## src/rtl/mvau_wl_pkg.sv

```systemverilog
// Shared definitions for the MVAU runtime weight loader.
//   wl_state_t : loader FSM states (IDLE waits for a request, LOAD accepts
//                words, DONE marks the final write).
//   cnt_bw()   : counter width helper, max(1, clog2(n)), so that a single-PE
//                configuration still gets a 1-bit bank counter.
package mvau_wl_pkg;

  typedef enum logic [1:0] {
    IDLE = 2'd0,
    LOAD = 2'd1,
    DONE = 2'd2
  } wl_state_t;

  function automatic int cnt_bw(input int n);
    int bw;
    bw = 0;
    for (int v = n - 1; v > 0; v = v >> 1) begin
      bw++;
    end
    return (bw < 1) ? 1 : bw;
  endfunction

endpackage

```

## src/rtl/mvau_weight_loader.sv

```systemverilog
// Runtime weight loader for the MVAU. Takes a stream of SIMD*TW-bit weight
// words and writes them into the per-PE weight bank write ports, bank 0
// first (address 0..WMEM_DEPTH-1), then bank 1, and so on. One load is
// exactly PE*WMEM_DEPTH words.
//
// Ports:
//   aclk, areset      clock (rising edge), asynchronous active-high reset
//   load_start        one-cycle request to begin a load, honoured in IDLE only
//   in_wgt_tdata      weight word
//   in_wgt_tvalid     source has a word
//   in_wgt_tready     loader accepts a word
//   wmem_we           one-hot bank write enable (registered)
//   wmem_waddr        bank write address (registered, holds when idle)
//   wmem_wdata        bank write data (registered, holds when idle)
//   load_busy         FSM is not in IDLE
//   load_done         one-cycle pulse aligned with the last write strobe
//
// Handshake: a word transfers on a rising edge where in_wgt_tvalid and
// in_wgt_tready are both high. in_wgt_tready depends on the FSM state only,
// never on in_wgt_tvalid, so the source may hold tvalid high at any time.
// Each transfer produces its bank write strobe on the following cycle.
module mvau_weight_loader
  import mvau_wl_pkg::*;
#(
  parameter int SIMD         = 2,
  parameter int TW           = 1,
  parameter int PE           = 2,
  parameter int WMEM_DEPTH   = 4,
  parameter int WMEM_ADDR_BW = 4
) (
  input  logic                    aclk,
  input  logic                    areset,
  input  logic                    load_start,
  input  logic [SIMD*TW-1:0]      in_wgt_tdata,
  input  logic                    in_wgt_tvalid,
  output logic                    in_wgt_tready,
  output logic [PE-1:0]           wmem_we,
  output logic [WMEM_ADDR_BW-1:0] wmem_waddr,
  output logic [SIMD*TW-1:0]      wmem_wdata,
  output logic                    load_busy,
  output logic                    load_done
);

  localparam int PE_CNT_BW = cnt_bw(PE);
  localparam logic [PE_CNT_BW-1:0]    LAST_PE   = PE_CNT_BW'(PE - 1);
  localparam logic [WMEM_ADDR_BW-1:0] LAST_ADDR = WMEM_ADDR_BW'(WMEM_DEPTH - 1);

  wl_state_t               state;
  wl_state_t               state_next;
  logic [PE_CNT_BW-1:0]    pe_cnt;
  logic [WMEM_ADDR_BW-1:0] addr_cnt;
  logic                    hs;
  logic                    last_word;
  logic                    cnt_clear;
  logic [PE-1:0]           bank_sel;

  // Handshake is derived from state directly rather than from in_wgt_tready
  // so the next-state logic below does not read its own output.
  assign hs        = in_wgt_tvalid && (state == LOAD);
  assign last_word = (pe_cnt == LAST_PE) && (addr_cnt == LAST_ADDR);
  assign cnt_clear = ((state == IDLE) && load_start) || (state == DONE);

  always_comb begin
    bank_sel = '0;
    for (int i = 0; i < PE; i++) begin
      if (pe_cnt == PE_CNT_BW'(i)) bank_sel[i] = 1'b1;
    end
  end

  // FSM state register
  always_ff @(posedge aclk or posedge areset) begin
    if (areset) state <= IDLE;
    else        state <= state_next;
  end

  // FSM next state and state-decoded outputs
  always_comb begin
    state_next    = state;
    in_wgt_tready = 1'b0;
    load_busy     = 1'b1;
    load_done     = 1'b0;
    unique case (state)
      IDLE: begin
        load_busy = 1'b0;
        if (load_start) state_next = LOAD;
      end
      LOAD: begin
        in_wgt_tready = 1'b1;
        if (in_wgt_tvalid && last_word) state_next = DONE;
      end
      DONE: begin
        // The last write strobe lands in this cycle, so done pulses with it.
        load_done  = 1'b1;
        state_next = IDLE;
      end
      default: begin
        load_busy  = 1'b0;
        state_next = IDLE;
      end
    endcase
  end

  // Counters and registered write port
  always_ff @(posedge aclk or posedge areset) begin
    if (areset) begin
      pe_cnt     <= '0;
      addr_cnt   <= '0;
      wmem_we    <= '0;
      wmem_waddr <= '0;
      wmem_wdata <= '0;
    end else begin
      wmem_we <= '0;
      if (hs) begin
        wmem_we    <= bank_sel;
        wmem_waddr <= addr_cnt;
        wmem_wdata <= in_wgt_tdata;
        if (addr_cnt == LAST_ADDR) begin
          addr_cnt <= '0;
          pe_cnt   <= pe_cnt + 1'b1;
        end else begin
          addr_cnt <= addr_cnt + 1'b1;
        end
      end
      // No handshake can occur in IDLE or DONE, so this never races the
      // increment above.
      if (cnt_clear) begin
        pe_cnt   <= '0;
        addr_cnt <= '0;
      end
    end
  end

endmodule

```

## config.mk

```make
export PLATFORM = sky130hd
export DESIGN_NAME = mvau_weight_loader
export DESIGN_NICKNAME = d
export VERILOG_FILES = /design/src/rtl/mvau_wl_pkg.sv /design/src/rtl/mvau_weight_loader.sv
export SDC_FILE = /design/constraint.sdc
export NUM_CORES = 1
export LEC_CHECK = 0
export ABC_AREA = 1
export CAP_MARGIN = 0
export CORE_MARGIN = 1.5
export CORE_UTILIZATION = 50
export CTS_BUF_LIST = sky130_fd_sc_hd__clkbuf_8
export DETAILED_ROUTE_END_ITERATION = 10
export PLACE_DENSITY = 0.8
export RECOVER_POWER = 100
export SLEW_MARGIN = 20
export SYNTH_ARGS = -nofsm -noshare
export SYNTH_HDL_FRONTEND = slang
export SYNTH_SLANG_ARGS = --single-unit
export TNS_END_PERCENT = 10
```

## constraint.sdc

```tcl
create_clock -name aclk -period 3 [get_ports aclk]
set_input_delay 0.45 -clock aclk [delete_from_list [all_inputs] [get_ports aclk]]
set_output_delay 0.45 -clock aclk [all_outputs]
set_load 0.1 [all_outputs]
```

==> run metrics, run 1 <==
FILL cells=122; Worst Path Buf+Inv=2; relative slew slack=0.225; Critical Path Max Stage Delay=880 ps; setup TNS=0 ps; endpoints failing setup=0; initial drt markers=6; first-pass GRT wire length=2310 um; compound-gate portion of the synthesized area=0.0882; RSZ-0062 raised after global routing=false; Max Cap Viol=0; Final Hold Fails=0; Top Family by Delay on Critical Path=buffers and inverters; Post-synth top cells=nand2_1, dfrtp_1, inv_1; # IOs=17; P&R area growth vs syn=19.3%; Critical Path RT=2550 ps; largest net degree at the start of global routing=16; top_reg_cell synth=dfrtp_1; R2R Path Start=state[1]; Crit Path Max Fanout=4; Die Ht=41.8 um; Mapped Cells=82; type of element launching the critical path=flip-flop; hold-fix buffers at CTS=0; R2R Setup Slk=1360 ps; Die X=41.8 um; Seq/Total Area, Yosys=0.499; row cnt=13; Syn Nets=94; port buffer count=16; clock-pin slew on the worst setup and hold paths=60 ps; final hold slack=480 ps; DP Cell Count=112; GRT Residual Overflow=0; Final min period=2310 ps; area occupied by multi-input gates=329 sq um; hold crit path type=reg -> reg; # clock sinks=15; Max Slew Vio Count=0; Final Cycle Share=0.770; Setup crit start=state[0]; Distinct cells, synth=18; Initial Util=0.557; Root Driver=clkbuf_8; TritonCTS buffer count=3; post-synthesis simple-gate area fraction=0.241; post-synth top area cell=dfrtp_1; drt first pass iters=4; ys async rst share=1.00; Worst-Skew Late Latency=240 ps; CTS tree=built; EDFF count, synth=0; number of remaining DRC errors=0; Resized cells post-CTS=0; largest family of logic cells by synthesized area=simple AND/OR/NAND/NOR gates; Max Clock Skew=1.56 ps; worst-margin pin slew=1170 ps; Post-CTS Setup Repair Bufs=0; critical path's slowest cell=clkbuf_1; critical path class=reg -> out; fraction of the mapped netlist area in adder cells=0.0998; Via Count=591; CTS Buffer Depth=2; core area=1350 sq um; gr usage total=0.175; synth top area cells=dfrtp_1, nand2_1, ha_1; antenna-violating nets left=0; Die ar.=1750 sq um; fin nets=114; post-synthesis mux area share=0; Critical Path Sink=load_done; DPL Wire Length=1030 um; worst reg2reg endpoint=wmem_waddr[0]; final wirelength=1300 um; share of the synthesized area in the top cell type=0.499; yosys warns=0; layout cells sized above 1=0.0891; Achievable Freq=433 MHz; Syn Area/Cell=9.17 sq um; Post-Synth XOR/XNOR Area=0.0116; htree depth=1; most frequent cell after synthesis=nand2_1; drt wl/cell=11.2 um; Critical Path Stages=3; initial antenna violation count=0; Ant. Diodes=0; Crit. End Element=output port; fin cells=116; vias in the first global route=575; synthesized flop and latch total=15; status=completed; worst endpoint data arrival time=1860 ps; worst path cell trace=inv_1 -> ha_1 -> clkbuf_1; Mapped Area=752 sq um; register area=375 sq um; Placer Congestion=0.786; worst reg-to-reg path cell count=6; routed vias/inst=5.09
-- stage by stage --
| stage | util | area [sq um] | setup WS, ps |
|---|---|---|---|
| after global placement | 0.664 | 896 | 1290 |
| final | 0.665 | 897 | 691 |
| after global routing | 0.665 | 897 | 622 |
| after detailed placement | 0.664 | 896 | 1240 |
| after CTS | 0.697 | 941 | 1240 |
| after floorplan | - | 752 | 939 |
-- state kept, by name, indices dropped and copies added, names as in the netlist --
register / flops
state: 2
wmem_we: 2
wmem_wdata: 2
wmem_waddr: 4
pe_cnt: 1
addr_cnt: 4
-- placed cells by master (no fill, tap or decap), types with 2 or more instances in the layout --
| master | instances |
|---|---|
| dfrtp_1 | 15 |
| ha_1 | 6 |
| nand2_2 | 2 |
| dlygate4sd3_1 | 2 |
| clkdlybuf4s50_1 | 3 |
| clkbuf_8 | 3 |
| nand3_1 | 6 |
| clkbuf_1 | 11 |
| nor2_1 | 2 |
| nand4_1 | 3 |
| o21ai_0 | 5 |
| inv_1 | 11 |
| nand2_1 | 25 |
-- worst min-delay path by stage --
stage / start / end / depth (start not counted)
2_1_floorplan: areset / addr_cnt[0] / 1
3_3_place_gp: pe_cnt / wmem_we[0] / 1
3_5_place_dp: wmem_wdata[0] / wmem_wdata[0] / 2
4_1_cts: pe_cnt / wmem_we[0] / 1
5_1_grt: wmem_waddr[2] / wmem_waddr[2] / 2
6_report: wmem_waddr[2] / wmem_waddr[2] / 2
-- worst reg2reg max path, stage by stage (launching register included) --
cell	delay [ps]
dfrtp_1	400
inv_1	130
ha_1	210
nand2_1	260
inv_1	290
nand2_1	130
o21a_1	130
-- routing by layer --
layer / up-vias / global-route usage / wire (um)
li1: 304 / - / -
met1: 272 / 0.202 / 619
met2: 11 / 0.297 / 589
met3: 4 / 0.0391 / 52
met4: 0 / 0.0968 / 33
met5: - / 0 / 0
-- area by class of cell --
class / instances / share of cell area
sequential: 15 / 0.418
multi-input combinational: 56 / 0.367
timing repair buffer: 16 / 0.102
clock buffer: 3 / 0.0460
inverter: 10 / 0.0418
tap: 15 / 0.0209
clock inverter: 1 / 0.00418
-- kinds of logic after synthesis --
| logic type | count (synthesis) |
|---|---|
| AOI/OAI and AO/OA | 9 |
| DFF | 15 |
| and+or+nand+nor | 40 |
| buffers and inverters | 11 |
| adders and majority gates | 6 |
| xor gates and xnor gates | 1 |
Power of run 1 is left out: the tool's default activity adds up to more than one toggle a clock period on the data nets, which glitch-free logic cannot reach.
==> run 2: changes to the inputs <==
==> constraint.sdc (replaced) <==
create_clock -name aclk -period 2.35 [get_ports aclk]
set_input_delay 0.3525 -clock aclk [delete_from_list [all_inputs] [get_ports aclk]]
set_output_delay 0.3525 -clock aclk [all_outputs]
set_load 0.1 [all_outputs]
==> run 2 against run 1 <==
Against the previous run: worst setup slack worse by 160 ps; die area stayed put; non-clock buffer count stayed put; sequential share of layout area shrank 0.29 points; critical path type unchanged; critical endpoint is now wmem_wdata[1].
==> run metrics, run 2 (synthesized netlist as in run 1, its figures left out) <==
Final Cycle Share=0.776; initial drt markers=7 (+1); worst-margin pin slew=1170 ps (unchanged); endpoints failing setup=0 (unchanged); fin nets=114 (unchanged); met1 global-route usage=0.202 (unchanged); htree depth=1 (unchanged); routed vias/inst=5.09 (-0.17%); number of remaining DRC errors=0 (unchanged); drt first pass iters=4 (unchanged); antenna-violating nets left=0 (unchanged); CTS tree=built; P&R area growth vs syn=20.1%; Placer Congestion=0.786 (unchanged); TritonCTS buffer count=3 (unchanged); Max Clock Skew=1.51 ps (-0.0514 ps); setup TNS=0 ps (unchanged); Critical Path Max Stage Delay=870 ps (about the same); gr usage total=0.175 (unchanged); worst path cell trace=clkbuf_1; RSZ-0062 raised after global routing=false; # clock sinks=15 (unchanged); Critical Path RT=2000 ps (-550 ps); type of element launching the critical path=flip-flop; Crit. End Element=output port; # IOs=17 (unchanged); hold-fix buffers at CTS=0 (unchanged); Max Slew Vio Count=0 (unchanged); fin worst setup slack=527 ps (-165 ps); Final min period=1820 ps; largest net degree at the start of global routing=16 (unchanged); Die ar.=1750 sq um (unchanged); commonest non-fill, non-tap cells in the layout=nand2_1, dfrtp_1, inv_1, clkbuf_1; FILL cells=122 (unchanged); layout cells sized above 1=0.129 (+0.0396); Worst Path Buf+Inv=1 (-1); Crit Path Max Fanout=2 (-2); Top Family by Delay on Critical Path=buffers and inverters; biggest regs=addr_cnt: 4 flops, wmem_waddr: 4 flops; Area after DPL=896 sq um (unchanged); final instance area=903 sq um (+0.70%); CTS Buffer Depth=2 (unchanged); drt wl/cell=11.2 um (about the same); M3 GR Usage=0.0391 (unchanged); relative slew slack=0.225 (unchanged); port buffer count=16 (unchanged); Worst-Skew Late Latency=240 ps (about the same); busiest grt layer=met2; status=completed; Achievable Freq=548 MHz; clock-pin slew on the worst setup and hold paths=50 ps (about the same); Die Ht=41.8 um (unchanged); worst endpoint data arrival time=1470 ps (-390 ps); core area=1350 sq um (unchanged); Initial Util=0.557 (unchanged); row cnt=13 (unchanged); initial antenna violation count=0 (unchanged); final wirelength=1290 um (about the same); Resized cells post-CTS=0 (unchanged); GR Util met2=0.297 (unchanged); critical path class=reg -> out; first-pass GRT wire length=2310 um (unchanged); GRT Residual Overflow=0 (unchanged); Ant. Diodes=0 (unchanged); critical path's slowest cell=clkbuf_1; vias in the first global route=575 (unchanged); pre-CTS setup slack=685 ps (-552 ps); Max Cap Viol=0 (unchanged); commonest non-fill, non-tap cell in the layout=nand2_1; hold crit path type=reg -> reg; Post-CTS Setup Repair Bufs=0 (unchanged); Die X=41.8 um (unchanged); Via Count=590 (-0.17%); DPL Wire Length=1030 um (unchanged); Root Driver=clkbuf_8; Final Hold Fails=0 (unchanged)
[run 2: cell count changes in the layout (fill, tap and decap cells not counted), sizes merged]
cell and delta:
dlygate4sd3 -1, clkdlybuf4s50 +1
[run 2: final timing paths]
check / startpoint / end / slack, ps / cells past startpoint
setup reg to reg: state[1] / wmem_waddr[0] / 690 / 6
max in group asynchronous: areset / wmem_waddr[1] / 1400 / 2
hold reg to reg: wmem_waddr[2] / wmem_waddr[2] / 480 / 2
setup / recovery: wmem_wdata[1] / wmem_wdata[1] / 530 / 1
min in group asynchronous: areset / state[0] / 590 / 2
hold / removal: wmem_waddr[2] / wmem_waddr[2] / 480 / 2
[run 2: stage by stage]
| stage | utilization | instances | hold WS [ps] |
|---|---|---|---|
| floorplan | - | 82 | 254 |
| global placement | 0.664 | 112 | 467 |
| detailed placement | 0.664 | 112 | 469 |
| CTS | 0.697 | 116 | 472 |
| global route | 0.669 | 116 | 495 |
| finish | 0.669 | 116 | 480 |
[run 2: area by class of cell]
type / count / area, sq um / share of cell area
Sequential cell: 15 / 375 / 0.416
Multi-Input combinational cell: 56 / 332 / 0.367
Timing Repair Buffer: 16 / 95.1 / 0.105
Clock buffer: 3 / 41.3 / 0.0457
Inverter: 10 / 37.5 / 0.0416
Tap cell: 15 / 18.8 / 0.0208
Clock inverter: 1 / 3.75 / 0.00416
[run 2: metal layers]
metal | vias up | share of wire
met3 | 4 | 0.040
met4 | 0 | 0.026
li1 | 303 | -
met2 | 11 | 0.46
met5 | - | 0
met1 | 272 | 0.48
[run 2: worst min-delay path, cell delays in order (launching register included)]
cell and delay, ps:
dfrtp_1 340, nand2_1 50, nand2_1 50
Power of run 2 is left out for the same reason.
